## config.mk

```make
export PLATFORM = sky130hd
export DESIGN_NAME = line_delay_sched
export DESIGN_NICKNAME = d
export VERILOG_FILES = /design/src/rtl/line_delay_sched.sv
export SDC_FILE = /design/constraint.sdc
export NUM_CORES = 1
export LEC_CHECK = 0
export ABC_AREA = 1
export CORE_MARGIN = 2
export CORE_UTILIZATION = 55
export CTS_CLUSTER_SIZE = 24
export DETAILED_ROUTE_END_ITERATION = 8
export PLACE_DENSITY = 0.78
export SETUP_SLACK_MARGIN = 0.4
export SLEW_MARGIN = 15
export SYNTH_ARGS = -nofsm -noshare
export SYNTH_HDL_FRONTEND = slang
export SYNTH_SLANG_ARGS = --single-unit
```

## constraint.sdc

```tcl
create_clock -name clk -period 5.3 [get_ports clk]
set_clock_uncertainty 0.1 [all_clocks]
set_input_delay 1.06 -clock clk [delete_from_list [all_inputs] [get_ports clk]]
set_output_delay 1.06 -clock clk [all_outputs]
set_load 0.05 [all_outputs]
```

## src/rtl/line_delay_sched.sv

```systemverilog
// line_delay_sched: ring-buffer sequencer giving a fixed DELAY_LINES line latency
// between captured DE lines and RAM reads, with a synthetic flush after the last line.
module line_delay_sched #(
  parameter int H_ACTIVE     = 800,
  parameter int V_ACTIVE     = 480,
  parameter int DELAY_LINES  = 3,
  parameter int FLUSH_HBLANK = 127,
  parameter int ADDR_W       = 12
) (
  input  logic              clk,
  input  logic              rst_n,
  input  logic              enable,
  input  logic              vsync_in,
  input  logic              de_in,
  output logic              wr_en,
  output logic [ADDR_W-1:0] wr_addr,
  output logic              rd_en,
  output logic [ADDR_W-1:0] rd_addr,
  output logic              de_out,
  output logic [9:0]        line_cnt,
  output logic [2:0]        state,
  output logic              frame_done,
  output logic              line_err
);
  localparam logic [2:0] S_IDLE   = 3'd0;
  localparam logic [2:0] S_FILL   = 3'd1;
  localparam logic [2:0] S_STREAM = 3'd2;
  localparam logic [2:0] S_FLUSH  = 3'd3;
  localparam logic [2:0] S_DONE   = 3'd4;
  localparam int DEPTH = H_ACTIVE * (DELAY_LINES + 1);
  localparam int PW    = $clog2(H_ACTIVE + 2);
  localparam int FW    = $clog2(FLUSH_HBLANK + H_ACTIVE);
  localparam int LW    = (DELAY_LINES > 1) ? $clog2(DELAY_LINES) : 1;
  localparam logic [ADDR_W-1:0] ADDR_LAST  = ADDR_W'(DEPTH - 1);
  localparam logic [PW-1:0]     PIX_FULL   = PW'(H_ACTIVE);
  localparam logic [PW-1:0]     PIX_SAT    = PW'(H_ACTIVE + 1);
  localparam logic [FW-1:0]     F_RD       = FW'(FLUSH_HBLANK);
  localparam logic [FW-1:0]     F_LAST     = FW'(FLUSH_HBLANK + H_ACTIVE - 1);
  localparam logic [LW-1:0]     FL_LAST    = LW'(DELAY_LINES - 1);
  localparam logic [9:0]        CNT_STREAM = 10'(DELAY_LINES);
  localparam logic [9:0]        CNT_FLUSH  = 10'(V_ACTIVE);
  logic [2:0]        r_state;
  logic [ADDR_W-1:0] r_wr_addr;
  logic [ADDR_W-1:0] r_rd_addr;
  logic              r_de_out;
  logic [9:0]        r_line_cnt;
  logic              r_frame_done;
  logic              r_line_err;
  logic              r_de_prev;
  logic [PW-1:0]     r_pix_cnt;
  logic [FW-1:0]     r_fcnt;
  logic [LW-1:0]     r_flines;
  logic              w_run;
  logic              w_capture;
  logic              w_line_end;
  logic              w_fline_end;
  logic              w_wr_en;
  logic              w_rd_en;
  logic [9:0]        w_cnt_next;
  logic [ADDR_W-1:0] w_wr_next;
  logic [ADDR_W-1:0] w_rd_next;
  always_comb begin
    w_run       = rst_n & vsync_in & enable;
    w_capture   = (r_state == S_IDLE) | (r_state == S_FILL) | (r_state == S_STREAM);
    w_line_end  = ~de_in & r_de_prev & ((r_state == S_FILL) | (r_state == S_STREAM));
    w_fline_end = (r_fcnt == F_LAST);
    w_wr_en     = w_run & de_in & w_capture;
    w_rd_en     = w_run & (((r_state == S_STREAM) & de_in) | ((r_state == S_FLUSH) & (r_fcnt >= F_RD)));
    w_cnt_next  = (r_line_cnt == 10'd1023) ? r_line_cnt : r_line_cnt + 10'd1;
    w_wr_next   = (r_wr_addr == ADDR_LAST) ? '0 : r_wr_addr + 1'b1;
    w_rd_next   = (r_rd_addr == ADDR_LAST) ? '0 : r_rd_addr + 1'b1;
  end
  always_ff @(posedge clk) begin
    if (!rst_n) begin
      r_state      <= S_IDLE;
      r_wr_addr    <= '0;
      r_rd_addr    <= '0;
      r_de_out     <= 1'b0;
      r_line_cnt   <= '0;
      r_frame_done <= 1'b0;
      r_line_err   <= 1'b0;
      r_de_prev    <= 1'b0;
      r_pix_cnt    <= '0;
      r_fcnt       <= '0;
      r_flines     <= '0;
    end else begin
      r_de_out     <= w_rd_en;
      r_frame_done <= 1'b0;
      if (!vsync_in || !enable) begin
        r_state    <= S_IDLE;
        r_wr_addr  <= '0;
        r_rd_addr  <= '0;
        r_line_cnt <= '0;
        r_de_prev  <= 1'b0;
        r_pix_cnt  <= '0;
        r_fcnt     <= '0;
        r_flines   <= '0;
        if (!vsync_in) r_line_err <= 1'b0;
      end else begin
        r_de_prev <= de_in;
        if (w_wr_en) r_wr_addr <= w_wr_next;
        if (w_rd_en) r_rd_addr <= w_rd_next;
        if (r_state == S_FLUSH && de_in) r_line_err <= 1'b1;
        // Line length is only flagged, never used to realign the ring addresses
        if (w_line_end) begin
          r_pix_cnt  <= '0;
          r_line_cnt <= w_cnt_next;
          if (r_pix_cnt != PIX_FULL) r_line_err <= 1'b1;
        end else if (w_wr_en && r_pix_cnt != PIX_SAT) begin
          r_pix_cnt <= r_pix_cnt + 1'b1;
        end
        case (r_state)
          S_IDLE:   if (de_in) r_state <= S_FILL;
          S_FILL:   if (w_line_end && w_cnt_next == CNT_STREAM) r_state <= S_STREAM;
          S_STREAM: if (w_line_end && w_cnt_next == CNT_FLUSH) begin
            r_state  <= S_FLUSH;
            r_fcnt   <= '0;
            r_flines <= '0;
          end
          S_FLUSH: begin
            r_fcnt <= w_fline_end ? '0 : r_fcnt + 1'b1;
            if (w_fline_end) begin
              r_flines <= r_flines + 1'b1;
              if (r_flines == FL_LAST) begin
                r_state      <= S_DONE;
                r_frame_done <= 1'b1;
              end
            end
          end
          S_DONE:  r_state <= S_DONE;
          default: r_state <= S_IDLE;
        endcase
      end
    end
  end
  assign wr_en      = w_wr_en;
  assign rd_en      = w_rd_en;
  assign wr_addr    = r_wr_addr;
  assign rd_addr    = r_rd_addr;
  assign de_out     = r_de_out;
  assign line_cnt   = r_line_cnt;
  assign state      = r_state;
  assign frame_done = r_frame_done;
  assign line_err   = r_line_err;
endmodule

```

Word level (Yosys, flattened, before mapping)
Cells that the tools add are included.
{"block": "word_totals", "wordCells": 90, "out_inout_bits": 42, "inputBits": 5, "ff_bits": 63}
{"block": "op_classes", "n_addsub": 6, "reduce_logical": 15, "order_cmp": 1, "n_mux": 21, "n_eq_ne": 19, "bitwise": 17}
{"cell": "$add 10x1->10 const B", "n": 3}
{"cell": "$mux 10", "n": 3}
{"cell": "$add 12x1->12 const B", "n": 2}
{"cell": "$eq 12x12->1 const B", "n": 2}
{"cell": "$mux 12", "n": 2}
{"cell": "$eq 10x10->1 const B", "n": 2}
{"cell": "$ne 10x10->1 const B", "n": 2}
{"cell": "$pmux 10 s2", "n": 1}
{"cell": "$mux 3", "n": 5}
{"cell": "$pmux 3 s5", "n": 1}
{"cell": "$eq 10x2->1 const B", "n": 1}
{"cell": "$eq 10x9->1 const B", "n": 1}
{"cell": "$ge 10x7->1 const B", "n": 1}
{"cell": "$and 1x1->1", "n": 9}
{"cell": "$eq 3x2->1 const B", "n": 2}
{"cell": "$mux 1", "n": 6}
{"cell": "$ne 2x1->1 const B", "n": 3}
{"cell": "$ne 2x2->1 const B", "n": 3}
{"cell": "$reduce_and 5->1", "n": 1}
{"cell": "$logic_and 1x1->1", "n": 4}
{"cell": "$mux 2", "n": 2}
{"cell": "$not 1->1", "n": 4}
{"cell": "$or 1x1->1", "n": 4}
{"cell": "$pmux 2 s2", "n": 1}
{"cell": "other kinds (13)", "n": 14}

Logic depth before layout (Yosys ltp)
Gate-level depths: netlist of run 1.
{"block": "logic_depth", "word_depth": 6, "mapped_depth": 15, "mapped_depth_nobuf": 15}

Worst setup path after synthesis of run 1
OpenSTA, ideal clock, no wires.
{"block": "synth_timing", "kind": "input to output", "startpoint": "in rst_n", "endpoint": "out rd_en", "required_time_ns": 4.140, "arrival_time_ns": 1.662, "setup_slack_ns": 2.478, "n_path_buf": 0, "path_stages": 4, "path_cell_list": "nand3_4 -> inv_1 -> nand3_2 -> nand2_4"}
{"block": "synth_via", "elab_chain_cells": 3}
{"element": "from (decl)", "line_no": "11", "text": "input logic rst_n,"}
{"element": "$and 1x1->1 (2 in series)", "line_no": "63", "text": "w_run = rst_n & vsync_in & enable;"}
{"element": "$and 1x1->1", "line_no": "68", "text": "w_rd_en = w_run & (((r_state == S_STREAM) & de_in) | ((r_state == S_FLUSH) & (r_fcnt >= F_RD)));"}
{"element": "to (decl)", "line_no": "17", "text": "output logic rd_en,"}
No other way between the ends.

Worst setup path after layout of run 1
Ends and elaborated chain as after synthesis.

==> results.ini, run 1 <==
[status]
status = completed

[placement]
hpwl_mm = 5.741
gp_congestion = 0.9206
dpl_worst_slack_ps = 976.7
placed_cell_area_um2 = 4040
port_buffers = 46

[worst_setup_path]
critPathMaxFanout = 18
start_kind = input port
crit_required_ps = 4140
path_class = in2out
worstPathArrival_ps = 3150
end_kind = primary output

[sta]
slew_headroom_pct = 54.47
finalHoldWorstSlack_ps = 378.6
fin_setup_tns_ps = 0
fmax_mhz = 232.1
worstMarginPinSlew_ps = 679.8
rsz0062_at_grt = no
drv_slew = 0
fin_crit_ps = 4308
hold_violations = 0
period_share_pct = 81.28
fin_ws_ps = 992.3
setup_viol = 0

[global_routing]
grt_first_pass_wirelength_mm = 13.66
grt_overflow = 0
globalRouteTotalUtil_pct = 23.49
grt_max_degree = 19
first_global_vias = 3112
antenna_found_initial = 0

[synthesis]
postSynthAreaPerCell_um2 = 7.201
ys_ff_latch = 63
netlist_area_um2 = 3507
synth_fp_nets = 501
synth_cell_types = 44
ys_seq_area_share_pct = 35.96
ys_warn_count = 0
synth_cells = 487

[route]
routed_wirelength_mm = 8.047
ant_nets = 0
vias_per_cell = 5.354
vias = 3330
wire_per_inst_um = 12.94
initialDrtViolationCount = 174
post-route-drc-count = 0
dr.pass1.iters = 5

[clocking]
clock-sinks = 63
post_cts_buffers = 0
htree_levels = 3
clockBufferDepth = 2
cts-hold-fix-buffers = 0
cts_resized = 0
cts_tree = yes
clk_latency_ps = 350
cts-buffers-inserted = 9
cts.reportedPaths.clkPinSlew_ps = 70
cts_root_buffer = clkbuf_8

[power]
ir_drop_uv = 210.8
p_leak_nw = 1.535
powerDensity_nw_per_um2 = 218.4

[die]
die_x_um = 83.86
die_area_um2 = 7032
io_pins = 47
rows = 29
start_util_pct = 56.19
fp.coreArea_um2 = 6241
dieHeight_um = 83.86

[final_layout]
final_net_count = 554
drive_gt1_share_pct = 11.74
finalInstanceArea_um2 = 4230
layout_common_cells = 89 x nand2_1, 67 x inv_1, 63 x dfxtp_1
syn2layout_area_growth_pct = 20.62
diodes = 0
final_common_cell = nand2_1
final_util_pct = 67.78

[run]
maxCapViolCount = 0

[worst_hold_path]
hp-class = reg2reg

[cells by family (layout without fill, tap and decap cells)]
logic type / Yosys count / count (layout) / share of synthesized area [%]
fa+ha+maj: 9 / 9 / 3.211
buf+inv: 76 / 134 / 8.491
compound gates: 79 / 79 / 12.84
simple gates: 252 / 252 / 37.50
xor+xnor: 8 / 8 / 1.998
flops: 63 / 63 / 35.96
[metal layers]
| metal | vias to the layer above | track usage, % | share of wire (%) |
|---|---|---|---|
| li1 | 1727 | - | - |
| met1 | 1492 | 31.19 | 47 |
| met2 | 99 | 37.45 | 45 |
| met3 | 12 | 5.143 | 6.2 |
| met4 | 0 | 8.944 | 1.5 |
| met5 | - | 0 | 0 |
[cells in the mapped netlist]
| cell type | number | area [um2] |
|---|---|---|
| nand2_1 | 89 | 334.1 |
| and3_1 | 2 | 12.51 |
| o211a_1 | 1 | 10.01 |
| buf_6 | 1 | 11.26 |
| dfxtp_1 | 63 | 1261 |
| o21bai_1 | 2 | 15.01 |
| nor3_1 | 12 | 60.06 |
| nor4_2 | 1 | 12.51 |
| inv_1 | 67 | 251.5 |
| a211oi_1 | 2 | 15.01 |
| nand3b_2 | 1 | 11.26 |
| nor3b_2 | 2 | 25.02 |
| a21oi_1 | 34 | 170.2 |
| o21ai_0 | 23 | 115.1 |
| o22ai_1 | 6 | 37.54 |
| nand3_1 | 33 | 165.2 |
| xnor2_1 | 2 | 17.52 |
| nor2_2 | 5 | 31.28 |
| nand4_1 | 14 | 87.58 |
| o31ai_1 | 1 | 7.510 |
| o21ai_1 | 1 | 5.000 |
| nand3b_1 | 3 | 22.52 |
| clkbuf_1 | 2 | 7.510 |
| buf_2 | 1 | 5.000 |
| o21a_1 | 2 | 15.01 |
| nand3_4 | 3 | 52.55 |
| nand2_2 | 7 | 43.79 |
| o31ai_2 | 1 | 12.51 |
| a22o_1 | 1 | 8.760 |
| nor3b_1 | 4 | 30.03 |
| a21oi_2 | 1 | 8.760 |
| ha_1 | 9 | 112.6 |
| nand2_4 | 2 | 22.52 |
| inv_2 | 4 | 15.01 |
| xor2_1 | 6 | 52.55 |
| o21bai_2 | 1 | 11.26 |
| nor2_4 | 6 | 67.56 |
| a31oi_1 | 3 | 18.77 |
| nor4_1 | 4 | 25.02 |
| buf_4 | 1 | 7.510 |
| nand3_2 | 7 | 70.07 |
| or2_2 | 6 | 37.54 |
| nor2_1 | 49 | 183.9 |
| nor3_2 | 2 | 20.02 |
[power breakdown]
part           internal, mW  switching (mW)
clock network         0.228           0.187
registers             0.474         0.00150
logic                0.0107          0.0220
total                 0.713           0.211
[worst max-delay path: stages]
cell             delay, ps
clkdlybuf4s50_1        530
nand3_4                230
nor2_4                 210
nand2_1                140
nand2_4                150
clkdlybuf4s50_1        820
[final timing paths]
check	cells after the start	to	start	slack, ps
min	2	line_err	line_err	380
min reg2reg	2	line_err	line_err	380
max reg2reg	10	r_fcnt[0]	line_cnt[0]	2950
max	6	rd_en	rst_n	990
[metrics by stage]
step | cells | power [mW]
6_report | 622 | 0.9238
5_1_grt | 622 | 0.9506
3_5_place_dp | 606 | 0.5190
2_1_floorplan | 487 | 0.5082
3_3_place_gp | 606 | 0.5183
4_1_cts | 622 | 0.9289
[area by class of cell]
class / count / area (um2)
well taps: 77 / 96.34
clock inverters: 4 / 45.04
flip-flops and latches: 63 / 1261
clock buffers: 12 / 145.1
inverters: 71 / 266.5
repair buffers: 47 / 467.9
multi-input cells: 348 / 1948
fillers: 538 / 2011
[flip-flops by register name, summed over array words and instances, names as in the netlist]
register    count
r_de_prev       1
r_pix_cnt      10
state           3
line_cnt       10
line_err        1
r_fcnt         10
r_flines        2
de_out          1
frame_done      1
rd_addr        12
wr_addr        12
No activity file was read; power rests on OpenSTA's default activity.
==> run 2: changes to the inputs <==
Settings changed: CORE_UTILIZATION 55 to 50, PLACE_DENSITY 0.78 to 0.75.
Clock period 5.3 ns to 3.7 ns, I/O delays scaled along.
==> run 2 against run 1 <==
- clock power is 20% higher
- die area is 9.5% higher
- sequential share of layout area barely moved
- sequential power increased by 43%
- via count rose by 1.7%
- hold slack gained 3.0 ps
- design area rose by 0.12%
- highest routed layer unchanged
==> results.ini, run 2 (synthesized netlist as in run 1, its figures left out) <==
[placement]
port_buffers = 46  ; unchanged
gp_congestion = 0.9054  ; was 0.9206
hpwl_mm = 5.870  ; was 5.741 mm

[route]
dr_wl_met2_mm = 3.724  ; was 3.607 mm
wl_met1_mm = 3.803  ; was 3.815 mm
routed_wirelength_mm = 8.018  ; was 8.047 mm
dr.pass1.iters = 5  ; unchanged
vias = 3387  ; was 3330
detailroute.wirelength.met3_um = 341  ; was 501 um
post-route-drc-count = 0  ; unchanged
top_layer_used = met4  ; unchanged
wire_per_inst_um = 12.57  ; was 12.94 um
initialDrtViolationCount = 199  ; was 174
ant_nets = 0  ; unchanged
vias_per_cell = 5.309  ; was 5.354

[die]
die_area_um2 = 7700  ; was 7032 um2
dieHeight_um = 87.75  ; was 83.86 um
io_pins = 47  ; unchanged
fp.coreArea_um2 = 6794  ; was 6241 um2
die_x_um = 87.75  ; was 83.86 um
start_util_pct = 51.62  ; was 56.19%
rows = 30  ; was 29

[worst_setup_path]
start_kind = input port  ; unchanged
end_kind = primary output  ; unchanged
crit_required_ps = 2860  ; was 4140 ps
path_class = in2out  ; unchanged
worstPathArrival_ps = 2170  ; was 3150 ps
critPathMaxFanout = 18  ; unchanged

[power]
p_seq_share_pct = 55.5  ; was 51.5%
combPwrFrac_pct = 3.9  ; was 3.5%
p_sw_mw = 0.2839  ; was 0.2108 mW
clkPwrFrac_pct = 40.6  ; was 45.0%
p_int_mw = 0.9435  ; was 0.7130 mW
p_leak_nw = 1.525  ; was 1.535 nW
ir_drop_uv = 190.3  ; was 210.8 uV
p_total_mw = 1.227  ; was 0.9238 mW
switching_share_pct = 23.13  ; was 22.82%
powerDensity_nw_per_um2 = 289.8  ; was 218.4 nW/um2

[sta]
slew_headroom_pct = 56.24  ; was 54.47%
hold_violations = 0  ; unchanged
period_share_pct = 81.47
fin_crit_ps = 3014
fin_setup_tns_ps = 0  ; unchanged
drv_slew = 0  ; unchanged
worstMarginPinSlew_ps = 653.3  ; was 679.8 ps
fmax_mhz = 331.7
setup_viol = 0  ; unchanged
rsz0062_at_grt = no  ; unchanged

[global_routing]
grt_first_pass_wirelength_mm = 13.77  ; was 13.66 mm
antenna_found_initial = 0  ; unchanged
globalRouteTotalUtil_pct = 22.41  ; was 23.49%
grt_max_degree = 19  ; unchanged
first_global_vias = 3099  ; was 3112
grt_overflow = 0  ; unchanged

[final_layout]
diodes = 0  ; unchanged
syn2layout_area_growth_pct = 20.76  ; was 20.62%
seq_area_um2 = 1261  ; unchanged
fillers = 642  ; was 538
multi_input_area_um2 = 1948  ; unchanged
final_net_count = 554  ; unchanged
layout_common_cells = 89 x nand2_1, 67 x inv_1, 63 x dfxtp_1  ; unchanged
drive_gt1_share_pct = 11.81  ; was 11.74%
final_common_cell = nand2_1  ; unchanged

[clocking]
post_cts_buffers = 0  ; unchanged
htree_levels = 3  ; unchanged
cts-hold-fix-buffers = 0  ; unchanged
clock-sinks = 63  ; unchanged
cts_resized = 0  ; unchanged
cts.reportedPaths.clkPinSlew_ps = 60  ; was 70 ps
clk_latency_ps = 340  ; was 350 ps
clockBufferDepth = 2  ; unchanged
cts_tree = yes  ; unchanged
cts_root_buffer = clkbuf_8  ; unchanged
cts-buffers-inserted = 9  ; unchanged

[run]
maxCapViolCount = 0  ; unchanged

[status]
status = completed  ; unchanged

[worst_hold_path]
hp-class = reg2reg  ; unchanged

-- run 2: metrics by stage --
step           setup slack [ps]  hold WS [ps]  utilization, %  area, um2  instances
2_1_floorplan              1393         343.4               -       3507        487
3_3_place_gp              720.1         354.1           60.11       4084        625
3_5_place_dp              685.8         368.4           60.11       4084        625
4_1_cts                   683.7         378.0           62.34       4235        638
5_1_grt                   597.7         417.8           62.34       4235        638
6_report                  685.7         381.6           62.34       4235        638
-- run 2: worst max-delay path, cell delays in order --
cell and delay, ps:
clkdlybuf4s50_1 530, nand3_4 240, nor2_4 210, nand2_1 130, nand2_4 160, buf_12 150
-- run 2: worst paths after layout --
path          startpoint          end  slack (ps)  cells past startpoint
max reg2reg  line_cnt[0]    r_fcnt[0]        1300                     10
max             vsync_in        rd_en         690                      6
min reg2reg  r_flines[1]  r_flines[1]         380                      2
min          r_flines[1]  r_flines[1]         380                      2
-- run 2: final cells by class --
cell class / instances / area share [%]
repair buffers: 47 / 11.52
well taps: 96 / 2.836
flip-flops and latches: 63 / 29.78
clock inverters: 2 / 0.2363
inverters: 71 / 6.292
clock buffers: 11 / 3.338
multi-input cells: 348 / 46.00
-- run 2: power groups by stage --
stage	clock [mW]	sequential (mW)	combinational [mW]
global placement	0	0.697	0.0464
floorplan	0	0.701	0.0273
global route	0.537	0.681	0.0521
CTS	0.509	0.682	0.0478
finish	0.498	0.682	0.0478
detailed placement	0	0.697	0.0476
-- run 2: metal layers --
layer | GRT usage, % | up-vias
met1 | 29.94 | 1577
li1 | - | 1718
met3 | 4.241 | 16
met5 | 0 | -
met2 | 35.40 | 76
met4 | 9.650 | 0
==> run 3: changes to the inputs <==
Clock period 3.7 ns to 2.7 ns, I/O delays scaled along.
==> run 3 against run 2 <==
- core utilization increased by 3.3 points
- total power increased by 55%
- critical path type is now reg2out
- critical endpoint is now state[0]
- clock-buffer cell count decreased by 2
==> results.ini, run 3 (synthesized netlist as in run 1, its figures left out) <==
[worst_setup_path]
cp_num_cells = 1  ; was 6
start_kind = register  ; was input port
crit_chain = clkdlybuf4s50_1  ; was clkdlybuf4s50_1 > nand3_4 > nor2_4 > nand2_1 > nand2_4 > buf_12
crit_required_ps = 2060  ; was 2860 ps
r2r_start = line_cnt[0]  ; unchanged
timing.rr.end = state[1]  ; was r_fcnt[0]
critical_path.max_stage_delay_ps = 840  ; was 530 ps
crit_buf_inv = 1  ; was 2
crit_family = buffers and inverters  ; was simple AND/OR/NAND/NOR gates
end_kind = primary output  ; unchanged
worstPathArrival_ps = 1610  ; was 2170 ps
r2r_cells = 12  ; was 10
critPathMaxFanout = 5  ; was 18
regToRegSetupSlack_ps = 550  ; was 1300 ps
crit_slowest_cell = clkdlybuf4s50_1  ; unchanged
path_class = reg2out  ; was in2out

[power]
powerDensity_nw_per_um2 = 426.6  ; was 289.8 nW/um2
ir_drop_uv = 233.4  ; was 190.3 uV
p_leak_nw = 1.866  ; was 1.525 nW
p_total_mw = 1.902  ; was 1.227 mW

[sta]
period_share_pct = 83.42
rsz0062_at_grt = yes  ; was no
fin_crit_ps = 2252
finalHoldWorstSlack_ps = 364.9  ; was 381.6 ps
worstMarginPinSlew_ps = 545.8  ; was 653.3 ps
slew_headroom_pct = 63.56  ; was 56.24%
setup_viol = 0  ; unchanged
hold_violations = 0  ; unchanged
drv_slew = 0  ; unchanged
fmax_mhz = 444.0
fin_ws_ps = 447.7  ; was 685.7 ps
fin_setup_tns_ps = 0  ; unchanged

[route]
dr.pass1.iters = 5  ; unchanged
vias = 3415  ; was 3387
ant_nets = 0  ; unchanged
initialDrtViolationCount = 135  ; was 199
wire_per_inst_um = 12.78  ; was 12.57 um
vias_per_cell = 5.238  ; was 5.309
post-route-drc-count = 0  ; unchanged
routed_wirelength_mm = 8.330  ; was 8.018 mm

[placement]
port_buffers = 46  ; unchanged
gp_congestion = 0.8551  ; was 0.9054
hpwl_mm = 5.925  ; was 5.870 mm
dpl_worst_slack_ps = 194.9  ; was 685.8 ps

[die]
die_area_um2 = 7700  ; unchanged
fp.coreArea_um2 = 6794  ; unchanged
rows = 30  ; unchanged
dieHeight_um = 87.75  ; unchanged
die_x_um = 87.75  ; unchanged
start_util_pct = 51.62  ; unchanged
io_pins = 47  ; unchanged

[final_layout]
fillers = 587  ; was 642
final_net_count = 565  ; was 554
diodes = 0  ; unchanged
drive_gt1_share_pct = 16.91  ; was 11.81%
final_util_pct = 65.62  ; was 62.34%
syn2layout_area_growth_pct = 27.11  ; was 20.76%
layout_common_cells = 87 x nand2_1, 66 x inv_1, 55 x dfxtp_1  ; was 89 x nand2_1, 67 x inv_1, 63 x dfxtp_1
final_common_cell = nand2_1  ; unchanged

[run]
maxCapViolCount = 0  ; unchanged

[global_routing]
grt_overflow = 0  ; unchanged
globalRouteTotalUtil_pct = 23.00  ; was 22.41%
grt_max_degree = 15  ; was 19
first_global_vias = 3126  ; was 3099
grt_first_pass_wirelength_mm = 14.01  ; was 13.77 mm
antenna_found_initial = 0  ; unchanged

[clocking]
cts.reportedPaths.clkPinSlew_ps = 70  ; was 60 ps
clockBufferDepth = 2  ; unchanged
clock-sinks = 63  ; unchanged
cts_tree = yes  ; unchanged
cts_root_buffer = clkbuf_8  ; unchanged
cts-hold-fix-buffers = 0  ; unchanged
clk_latency_ps = 350  ; was 340 ps
cts-buffers-inserted = 9  ; unchanged
htree_levels = 3  ; unchanged

[status]
status = completed  ; unchanged

[worst_hold_path]
hold_depth = 1  ; was 2
hp-class = reg2reg  ; unchanged
hold_end = r_fcnt[0]  ; was r_flines[1]
hp-start = r_fcnt[0]  ; was r_flines[1]

[run 3: worst max path at each step]
stage          slack (ps)   startpoint          end
2_1_floorplan         400  line_cnt[1]    r_fcnt[1]
3_5_place_dp          190        rst_n  wr_addr[11]
3_3_place_gp          250        rst_n  wr_addr[11]
6_report              450     state[0]     state[0]
4_1_cts               370    r_fcnt[0]        rd_en
5_1_grt               350    r_fcnt[0]        rd_en
[run 3: power by group]
part	internal (mW)	switching, mW
clock network	0.513	0.387
registers	0.930	0.00269
logic	0.0246	0.0446
[run 3: cell type report]
cell class              count  area (um2)  area share, %
clock inverters             7       87.58          1.965
repair buffers             58       594.3          13.33
well taps                  96       120.1          2.694
clock buffers               9       123.9          2.779
inverters                  71       271.5          6.090
flip-flops and latches     63        1274          28.57
multi-input cells         348        1987          44.57
[run 3: per-stage QoR]
| step | instances | area (um2) |
|---|---|---|
| after CTS | 648 | 4358 |
| after detailed placement | 629 | 4115 |
| after global placement | 629 | 4115 |
| after floorplan | 487 | 3508 |
| final | 652 | 4458 |
| after global routing | 652 | 4458 |
[run 3: routing by layer]
layer | up-vias | wire, um | global-route usage, %
li1 | 1743 | - | -
met1 | 1570 | 3848 | 29.11
met2 | 83 | 3894 | 37.26
met3 | 19 | 359 | 5.278
met4 | 0 | 228 | 10.63
met5 | - | 0 | 0
[run 3: repair_timing]
action,4_1_cts,5_1_grt
pin swaps,2,5
buffers inserted,3,4
gates cloned,0,0
gates resized for setup,9,28
endpoints found under the setup margin,6,33
